$ cat src/rtl/sc_nadder_seq.sv
// Sequencer for one sc_nadder evaluation: LFSR-driven select streams, source enable, ones counting.
// Latency: start sampled at edge t -> RUN cycles t+1..t+len -> done pulse in cycle t+len+1.
// Backpressure: none; start is only honoured in IDLE and is dropped (not queued) in RUN/DONE.
//
// Ports:
//   clk        - clock, all state updates on the rising edge
//   rst        - synchronous active-high reset, overrides everything including a run in progress
//   start      - evaluation request, sampled in IDLE only
//   len        - stream length in cycles, sampled with start (0 -> straight to DONE)
//   seed       - LFSR seed, sampled with start (0 is replaced by 16'hACE1)
//   sel        - select streams to sc_nadder.sel, sel[k] = lfsr[2k] during RUN, 0 otherwise
//   stream_en  - high in every RUN cycle so upstream sources present one bit per cycle
//   sc_out     - sc_nadder output, combinational in the same cycle as sel
//   busy       - high in RUN
//   done       - one-cycle pulse when the evaluation finishes
//   ones_count - ones seen on sc_out during the last evaluation, held until the next start

module sc_nadder_seq #(
    parameter int unsigned INPUT_STREAMS = 8,
    parameter int unsigned SELECT_WIDTH  = 3,
    parameter int unsigned LEN_WIDTH     = 10
) (
    input  logic                    clk,
    input  logic                    rst,
    input  logic                    start,
    input  logic [LEN_WIDTH-1:0]    len,
    input  logic [15:0]             seed,
    output logic [SELECT_WIDTH-1:0] sel,
    output logic                    stream_en,
    input  logic                    sc_out,
    output logic                    busy,
    output logic                    done,
    output logic [LEN_WIDTH-1:0]    ones_count
);

    // Substitute seed whenever the requested seed is zero; a zero state would lock the LFSR.
    localparam logic [15:0] LFSR_DEFAULT = 16'hACE1;

    typedef enum logic [1:0] {
        ST_IDLE = 2'd0,
        ST_RUN  = 2'd1,
        ST_DONE = 2'd2
    } state_t;

    // The select width must exactly address the adder inputs; a mismatch leaves
    // some adder inputs unreachable. The empty block only exists to flag that case
    // in an elaboration report.
    if (INPUT_STREAMS != (32'd1 << SELECT_WIDTH)) begin : g_param_mismatch
    end

    state_t                 state_q;
    state_t                 state_d;
    logic [15:0]            lfsr_q;
    logic [LEN_WIDTH-1:0]   remaining_q;

    // Fibonacci LFSR, x^16+x^14+x^13+x^11+1, shifting towards the MSB.
    function automatic logic [15:0] lfsr_step(input logic [15:0] v);
        return {v[14:0], v[15] ^ v[13] ^ v[12] ^ v[10]};
    endfunction

    // Even LFSR bits are used so neighbouring select lines are not simply
    // one-cycle-delayed copies of each other.
    function automatic logic [SELECT_WIDTH-1:0] sel_bits(input logic [15:0] v);
        logic [SELECT_WIDTH-1:0] s;
        s = '0;
        for (int k = 0; k < SELECT_WIDTH; k++) begin
            s[k] = v[2*k];
        end
        return s;
    endfunction

    //--------------------------------------------------------------------
    // FSM: state register
    //--------------------------------------------------------------------
    always_ff @(posedge clk) begin
        if (rst) begin
            state_q <= ST_IDLE;
        end else begin
            state_q <= state_d;
        end
    end

    //--------------------------------------------------------------------
    // FSM: next state
    //--------------------------------------------------------------------
    always_comb begin
        state_d = state_q;
        case (state_q)
            ST_IDLE: begin
                if (start) begin
                    state_d = (len == '0) ? ST_DONE : ST_RUN;
                end
            end
            ST_RUN: begin
                // remaining still holds the count including the current cycle.
                if (remaining_q == LEN_WIDTH'(1)) begin
                    state_d = ST_DONE;
                end
            end
            ST_DONE: begin
                state_d = ST_IDLE;
            end
            default: begin
                state_d = ST_IDLE;
            end
        endcase
    end

    //--------------------------------------------------------------------
    // FSM: outputs (decoded from registered state and LFSR, glitch-free
    // relative to the clock edge)
    //--------------------------------------------------------------------
    always_comb begin
        sel       = '0;
        stream_en = 1'b0;
        busy      = 1'b0;
        done      = 1'b0;
        case (state_q)
            ST_RUN: begin
                sel       = sel_bits(lfsr_q);
                stream_en = 1'b1;
                busy      = 1'b1;
            end
            ST_DONE: begin
                done = 1'b1;
            end
            default: begin
            end
        endcase
    end

    //--------------------------------------------------------------------
    // Datapath: LFSR, remaining-cycle counter, ones accumulator
    //--------------------------------------------------------------------
    always_ff @(posedge clk) begin
        if (rst) begin
            lfsr_q      <= LFSR_DEFAULT;
            remaining_q <= '0;
            ones_count  <= '0;
        end else begin
            case (state_q)
                ST_IDLE: begin
                    if (start) begin
                        ones_count <= '0;
                        if (len != '0) begin
                            lfsr_q      <= (seed == 16'h0000) ? LFSR_DEFAULT : seed;
                            remaining_q <= len;
                        end
                    end
                end
                ST_RUN: begin
                    // ones_count <= len always holds, so the sum cannot wrap.
                    ones_count  <= ones_count + LEN_WIDTH'(sc_out);
                    lfsr_q      <= lfsr_step(lfsr_q);
                    remaining_q <= remaining_q - LEN_WIDTH'(1);
                end
                default: begin
                end
            endcase
        end
    end

endmodule
$ cat config.mk
export PLATFORM = sky130hd
export DESIGN_NAME = sc_nadder_seq
export DESIGN_NICKNAME = d
export VERILOG_FILES = /design/src/rtl/sc_nadder_seq.sv
export SDC_FILE = /design/constraint.sdc
export NUM_CORES = 1
export LEC_CHECK = 0
export BUFFER_PORTS_ARGS = -buffer_cell sky130_fd_sc_hd__buf_4
export CAP_MARGIN = 20
export CELL_PAD_IN_SITES_DETAIL_PLACEMENT = 1
export CELL_PAD_IN_SITES_GLOBAL_PLACEMENT = 1
export CORE_ASPECT_RATIO = 0.7
export CORE_UTILIZATION = 40
export CTS_CLUSTER_SIZE = 14
export DETAILED_ROUTE_END_ITERATION = 7
export GPL_TIMING_DRIVEN = 0
export PLACE_DENSITY = 0.85
export REMOVE_ABC_BUFFERS = 1
export SLEW_MARGIN = 40
export SYNTH_ARGS = -nofsm -noshare
export SYNTH_HDL_FRONTEND = slang
export SYNTH_SLANG_ARGS = --single-unit
$ cat constraint.sdc
create_clock -name clk -period 1.9 [get_ports clk]
set_input_delay 0.19 -clock clk [delete_from_list [all_inputs] [get_ports clk]]
set_output_delay 0.19 -clock clk [all_outputs]
set_load 0.05 [all_outputs]
After elaboration in Yosys (flattened, before gate mapping). Cells that the tools add are included.

Flip-flop bits (word level): 38. Input bits: 30. Output and inout bits: 16.

Add/subtract/negate cells: 2. Equal/unequal tests: 6. Multiplexer cells: 16. Bitwise gates (word level): 3. Reductions and logical operators: 8.

Operators by type and width (count): 16-bit 2-to-1 mux (3); 10-bit one-hot mux with 2 select lines (2); 16-bit one-hot mux with 2 select lines (1); 10-bit 2-to-1 mux (3); 16-bit zero test (1); 10-bit by 1-bit adder with 10-bit output (1); 10-bit by 1-bit equality test with 1-bit output (second input constant) (1); 10-bit zero test (1); 10-bit nonzero test (1); 10-bit by 1-bit subtractor with 10-bit output (second input constant) (1); 2-bit 2-to-1 mux (3); 2-bit != test (second input constant) (3); 2-bit one-hot mux with 2 select lines (1); 2-bit AND reduction (2); 3-bit 2-to-1 mux (1); 3-bit AND reduction (1); 1-bit XOR (3); 2-bit by 1-bit equality test with 1-bit output (second input constant) (1); 2-bit equality test (second input constant) (1); 2-bit zero test (1); 1-bit 2-to-1 mux (2); 2-bit nonzero test (1).

Depth between registers and ports, before layout. Gate-level depths: netlist of run 1.

Depth in word-level cells: 5. Gate-level depth with buffers: 7. Depth with buffers taken out: 6.

Worst setup path before layout of run 1. OpenSTA, ideal clock, no wires.

Kind: register to register. Start point: reg ones_count[0]. End point: reg ones_count[8]. Library setup time: 71 ps. Data arrival time: 1779 ps. Setup slack: 50 ps. Cell stages (with the launch flop): 6. Buffers on the path: 0. Period minus slack after synthesis: 1850 ps. Cells stage by stage: dfxtp_1 > ha_1 > ha_1 > nand3_1 > or4_1 > a21oi_1.

Longest elaborated chain between the ends: 2.

RTL lines: start: declaration (RTL line 33) `output logic [LEN_WIDTH-1:0] ones_count`; start signal: assignment (RTL line 153) `ones_count <= ones_count + LEN_WIDTH'(sc_out);`; 10-bit by 1-bit adder with 10-bit output (RTL line 153); 10-bit one-hot mux with 2 select lines (RTL line 141) `case (state_q)`.

No other way between the ends. A chain may end at the register's enable or synchronous reset.

Worst setup path in the final report of run 1.
Start point: reg remaining_q[0]. End point: reg remaining_q[6].

Longest elaborated chain between the ends: 2.

RTL lines: start: declaration (RTL line 54) `logic [LEN_WIDTH-1:0] remaining_q;`; start signal: assignment (RTL line 147) `remaining_q <= len;`; start signal: assignment (RTL line 155) `remaining_q <= remaining_q - LEN_WIDTH'(1);`; 10-bit by 1-bit subtractor with 10-bit output (RTL line 155); 10-bit one-hot mux with 2 select lines (RTL line 141).

No other way between the ends.

==> flow_metrics.env, run 1 <==
export IMPL_cp_arrival_ns=2.00
export IMPL_synth_area_leaders="dfxtp_1 (36%), nand2_1 (5.0%), a21oi_1 (4.5%)"
export IMPL_fin_nets=330
export IMPL_area_growth_pct=25.09
export IMPL_yosysSeqAreaShare_pct=35.89
export IMPL_yosysTopAreaCellShare_pct=35.89
export IMPL_syn_area_sq_mm=0.002120
export IMPL_start_kind="register"
export IMPL_wl_per_cell_um=18.60
export IMPL_min_delay_path_class="input pin to register"
export IMPL_rsz0062_at_grt="false"
export IMPL_setup_worst_path_class="register to register"
export IMPL_io_buffers=45
export IMPL_cts_sinks=38
export IMPL_grt_pass1_wl_um=10630
export IMPL_synth_most_common_cell="dfxtp_1"
export IMPL_power_density_mw_per_mm2=830.5
export IMPL_cts_tree="yes"
export IMPL_synth_edff_count=0
export IMPL_clk_pin_slew_worst_paths_ns=0.08
export IMPL_num_rows=21
export IMPL_totalWireLength_um=6809
export IMPL_cts_htree_levels=2
export IMPL_ios=46
export IMPL_synth_area_leader_cell="dfxtp_1"
export IMPL_critical_path_top_delay_family="simple AND/OR/NAND/NOR gates"
export IMPL_crit_buf_inv=1
export IMPL_dieArea_sq_mm=0.005599
export IMPL_timing_fmax_ghz=0.5573
export IMPL_dpl_worst_slack_ns=-0.7744
export IMPL_tightest_slew_ns=0.6041
export IMPL_antennaDiodeCount=0
export IMPL_yosysWarningCount=0
export IMPL_p_leak_nw=1.006
export IMPL_worstPathMaxFanout=6
export IMPL_cap_violations=0
export IMPL_clock_skew_ns=0.005279
export IMPL_globalplace_congestion=0.8126
export IMPL_drt_iter0_markers=62
export IMPL_ys_ff_latch=38
export IMPL_avgSynthCellArea_sq_um=8.279
export IMPL_timing_final_crit_share_pct=94.44
export IMPL_cts_root_buffer="clkbuf_8"
export IMPL_setup_slack_ns=0.1057
export IMPL_period_needed_ns=1.794
export IMPL_ctsHoldBuffers=0
export IMPL_finalHoldViolCount=0
export IMPL_grt_overflow=0
export IMPL_num_fill_cells=631
export IMPL_cts_buffer_depth=2
export IMPL_slew_headroom_pct=59.68
export IMPL_dr_pass1_iters=4
export IMPL_fin_worst_hold_slack_ns=0.1833
export IMPL_setup_tns_ns=0
export IMPL_postSynthCellCount=256
export IMPL_async_flop_share_pct=0
export IMPL_grtUsageTotal_pct=24.86
export IMPL_max_stage_delay_ns=0.51
export IMPL_utilization_pct=53.67
export IMPL_cts_buffers_inserted=5
export IMPL_ys_top_cells_by_count="dfxtp_1 (38), nand2_1 (28), nor2_1 (22), a21oi_1 (19), o211ai_1 (10)"
export IMPL_dp_hpwl_um=4460
export IMPL_grt_antenna_before_repair=0
export IMPL_critical_path_endpoint_type="register"
export IMPL_vias=2193
export IMPL_core_area_sq_mm=0.004940
export IMPL_synth_cell_type_count=54
export IMPL_clkLatencyLatePin_ns=0.29
export IMPL_ys_flop_type="dfxtp_1"
export IMPL_via_per_inst=5.992
export IMPL_finalSetupViolCount=0
export IMPL_drc_errors=0
export IMPL_die_height_um=62.91
export IMPL_ir_worst_vdd_mv=0.3160
export IMPL_slew_viol_final=0
export IMPL_ant_nets=0
export IMPL_finalInstanceArea_sq_mm=0.002651
export IMPL_grt_start_max_net_pins=32
export IMPL_place_area_sq_mm=0.002475
export IMPL_grt_pass1_vias=2039
export IMPL_required_ns=2.10
export IMPL_path_cells="inv_1, ha_2, or4b_1, nor4_1, a21oi_1, o32ai_2"
export IMPL_drive_gt1_share_pct=26.60
export IMPL_slowest_stage="or4b_1"
export IMPL_die_x_um=89.01
export IMPL_initial_utilization_pct=42.91
export IMPL_status="finished, final reports clean"
final timing paths:
path	cells after the start	start	end	slack (ns)
worst max-delay path	6	remaining_q[0]	remaining_q[6]	0.11
worst min-delay path	3	seed[4]	lfsr_q[4]	0.18
worst max register to register	6	remaining_q[0]	remaining_q[6]	0.11
worst min register to register	2	remaining_q[9]	remaining_q[9]	0.49
state kept, by name, summed over array words and instances (netlist names):
name / count
remaining_q: 10
ones_count: 10
lfsr_q: 16
state_q: 2
worst register-to-register path, stage by stage, from the launching register on:
cell and delay (ns):
dfxtp_1 0.34, inv_1 0.11, ha_2 0.26, or4b_1 0.52, nor4_1 0.20, a21oi_1 0.08
o32ai_2 0.19
placed cells by master, fill, tap and decap left out, types with 6 or more instances in the layout:
cell type  count
buf_4         51
dfxtp_1       37
nand2_1       27
nor2_1        21
a21oi_1       19
o211ai_1      10
inv_1          9
o22ai_1        9
o21ai_1        9
a311oi_1       9
nand3_1        7
nor4_1         6
a211oi_1       6
clkbuf_8       6
per-stage QoR:
stage,power [W],instances
floorplan,0.001348,236
global placement,0.001553,350
detailed placement,0.001587,351
CTS,0.002194,360
global route,0.002320,366
finish,0.002202,366
area by class of cell:
cell class | instances | area [sq um] | area share, %
repair buffers | 52 | 394.1 | 14.87
clock buffers | 6 | 82.58 | 3.115
multi-input cells | 189 | 1271 | 47.95
well taps | 69 | 86.33 | 3.256
clock inverters | 2 | 12.51 | 0.4719
inverters | 10 | 40.04 | 1.510
flip-flops and latches | 38 | 764.5 | 28.83
timing repair:
action,4_1_cts,5_1_grt
resized for setup,6,3
buffers inserted,0,6
cloned,1,0
setup endpoints to repair,38,19
cell families after synthesis:
| family | count (synthesis) | synth area share [%] |
|---|---|---|
| and+or+nand+nor | 88 | 22.73 |
| AOI/OAI and AO/OA | 89 | 29.34 |
| muxes | 4 | 2.125 |
| xor gates and xnor gates | 3 | 1.240 |
| buffers and inverters | 30 | 6.316 |
| adders and majority gates | 4 | 2.361 |
| DFF | 38 | 35.89 |
per-layer routing:
metal	vias up	track usage, %	part of all wire, %
li1	1059	-	-
met5	-	0	0
met4	0	4.365	0.31
met2	65	39.42	47
met1	1067	36.00	47
met3	2	3.567	5.4
report_power, final:
part | switching [W] | total, W | internal, W
sequential | 0.0000881 | 0.000964 | 0.000876
combinational | 0.000387 | 0.000644 | 0.000256
clock | 0.000302 | 0.000595 | 0.000292
No activity file was read; power rests on OpenSTA's default activity.
==> inputs of run 2 (changes only) <==
--- a/config.mk
+++ b/config.mk
@@ -10,11 +10,12 @@
 export CELL_PAD_IN_SITES_DETAIL_PLACEMENT = 1
 export CELL_PAD_IN_SITES_GLOBAL_PLACEMENT = 1
 export CORE_ASPECT_RATIO = 0.7
-export CORE_UTILIZATION = 40
+export CORE_UTILIZATION = 41
+export CTS_BUF_LIST = sky130_fd_sc_hd__clkbuf_4 sky130_fd_sc_hd__clkbuf_8
 export CTS_CLUSTER_SIZE = 14
 export DETAILED_ROUTE_END_ITERATION = 7
 export GPL_TIMING_DRIVEN = 0
-export PLACE_DENSITY = 0.85
+export PLACE_DENSITY = 0.86
 export REMOVE_ABC_BUFFERS = 1
 export SLEW_MARGIN = 40
 export SYNTH_ARGS = -nofsm -noshare
==> run 2 against run 1 <==
Compared with the run above:
- global-route usage up 1.8 points
- critical path depth down 2
- power grew 0.91%
- cell count fell by 1.1%
- clock power increased by 3%
- register-to-register slack better by 0.02 ns
- sequential power is essentially flat
- combinational power grew 0.6%
- critical endpoint is now sel[2]
- non-clock buffer count decreased by 4
- clock skew up 0.0035 ns
- final area shrank 0.38%
==> flow_metrics.env, run 2 (synthesized netlist as in run 1, its figures left out) <==
export IMPL_status="finished, final reports clean"
export IMPL_start_kind="register"
export IMPL_num_rows=21
export IMPL_path_cells="nand2b_4, inv_8, and2_1, buf_4"
export IMPL_grt_start_max_net_pins=38
export IMPL_required_ns=1.71
export IMPL_grt_antenna_before_repair=0
export IMPL_timing_final_crit_share_pct=95.74
export IMPL_ctsHoldBuffers=0
export IMPL_placed_cells=351
export IMPL_clkLatencyLatePin_ns=0.30
export IMPL_max_stage_delay_ns=0.52
export IMPL_p_leak_nw=0.9930
export IMPL_dp_hpwl_um=4590
export IMPL_setup_worst_path_class="register to output pin"
export IMPL_power_density_mw_per_mm2=841.3
export IMPL_holdPathStages=3
export IMPL_io_buffers=45
export IMPL_num_fill_cells=597
export IMPL_fin_worst_hold_slack_ns=0.1760
export IMPL_finalInstanceArea_sq_mm=0.002641
export IMPL_r2r_slack_ns=0.13
export IMPL_reg2reg_depth=6
export IMPL_antennaDiodeCount=0
export IMPL_slew_headroom_pct=63.84
export IMPL_drc_errors=0
export IMPL_place_area_sq_mm=0.002476
export IMPL_wl_per_cell_um=19.35
export IMPL_cts_buffers_inserted=5
export IMPL_multi_input_area_sq_mm=0.001277
export IMPL_whs_endpoint="lfsr_q[12]"
export IMPL_initial_utilization_pct=43.60
export IMPL_timing_fmax_ghz=0.5498
export IMPL_via_per_inst=6.055
export IMPL_largest_register="lfsr_q"
export IMPL_fin_nets=326
export IMPL_finalSetupViolCount=0
export IMPL_slew_viol_final=0
export IMPL_min_delay_path_class="input pin to register"
export IMPL_tightest_slew_ns=0.5418
export IMPL_cts_sinks=38
export IMPL_grt_overflow=0
export IMPL_totalWireLength_um=7004
export IMPL_cts_root_buffer="clkbuf_8"
export IMPL_cts_tree="yes"
export IMPL_vias=2192
export IMPL_drt_iter0_markers=172
export IMPL_grt_pass1_vias=2215
export IMPL_layout_common_cells="buf_4 (46), dfxtp_1 (36), nand2_1 (27), nor2_1 (21), a21oi_1 (19)"
export IMPL_rr_startpoint="remaining_q[0]"
export IMPL_ios=46
export IMPL_largestRegisters="lfsr_q (16), ones_count (10), remaining_q (10)"
export IMPL_grt_pass1_wl_um=11300
export IMPL_ir_worst_vdd_mv=0.3985
export IMPL_clock_skew_ns=0.008814
export IMPL_die_height_um=62.16
export IMPL_die_x_um=87.94
export IMPL_ant_nets=0
export IMPL_finalHoldViolCount=0
export IMPL_core_area_sq_mm=0.004861
export IMPL_rsz0062_at_grt="false"
export IMPL_area_growth_pct=24.62
export IMPL_cap_violations=0
export IMPL_cts_buffer_depth=2
export IMPL_dr_pass1_iters=4
export IMPL_cts_htree_levels=2
export IMPL_largest_reg_flops=16
export IMPL_instances_no_fill=362
export IMPL_r2r_end="remaining_q[6]"
export IMPL_mostFrequentLayoutCell="buf_4"
export IMPL_clk_pin_slew_worst_paths_ns=0.09
export IMPL_period_needed_ns=1.819
export IMPL_cp_arrival_ns=1.63
export IMPL_drive_gt1_share_pct=26.28
export IMPL_worstPathMaxFanout=21
export IMPL_hp_start="seed[12]"
export IMPL_globalplace_congestion=0.8511
export IMPL_critical_path_endpoint_type="output pin"
export IMPL_dieArea_sq_mm=0.005466
export IMPL_seqCellArea_sq_um=765.7
export IMPL_slowest_stage="dfxtp_4"
export IMPL_grtUsageTotal_pct=26.64
run 2: layout make-up:
class	instances	area share (%)
clock buffer	6	3.126
clock inverter	2	0.4737
inverter	10	1.705
multi-input combinational	189	48.37
sequential	38	28.99
tap	69	3.269
timing repair buffer	48	14.07
run 2: repair_timing:
action	CTS	global route
pin swaps	0	0
gates cloned	0	1
buffers inserted	0	2
setup endpoints to repair	39	21
resized for setup	11	4
run 2: through the flow:
step / utilization [%] / TNS [ns] / power [W] / worst slack, ns
3_5_place_dp: 50.94 / -21.01 / 0.001585 / -0.9119
5_1_grt: 54.34 / 0 / 0.002342 / 0.01939
6_report: 54.34 / 0 / 0.002222 / 0.08102
4_1_cts: 53.54 / 0 / 0.002203 / 0.008483
3_3_place_gp: 50.35 / -39.65 / 0.001546 / -1.328
2_1_floorplan: - / -13.60 / 0.001348 / -0.6430
run 2: routing by layer:
metal | GRT usage [%] | share of wire, %
met5 | 0 | 0
met4 | 6.557 | 0.71
met3 | 4.122 | 5.0
met2 | 41.76 | 47
met1 | 37.89 | 47
run 2: worst max path at each step:
stage                    start             end  slack [ns]  cells after the start
floorplan           state_q[0]          sel[2]       -0.64                      3
global placement    state_q[0]      lfsr_q[14]       -1.33                      3
detailed placement  state_q[0]  remaining_q[9]       -0.91                      4
CTS                 state_q[0]          sel[2]       0.008                      4
global route        state_q[0]          sel[2]        0.02                      4
finish              state_q[0]          sel[2]        0.08                      4
run 2: critical path: cells and delay by family (launching register included):
family / cells / cell delay [ns]
buf+inv: 2 / 0.39
flops: 1 / 0.52
simple gates: 2 / 0.40
run 2: power breakdown:
group          total (W)  internal [W]  switching, W
Sequential      0.000964      0.000876     0.0000880
Clock           0.000610      0.000292      0.000318
Combinational   0.000648      0.000254      0.000394
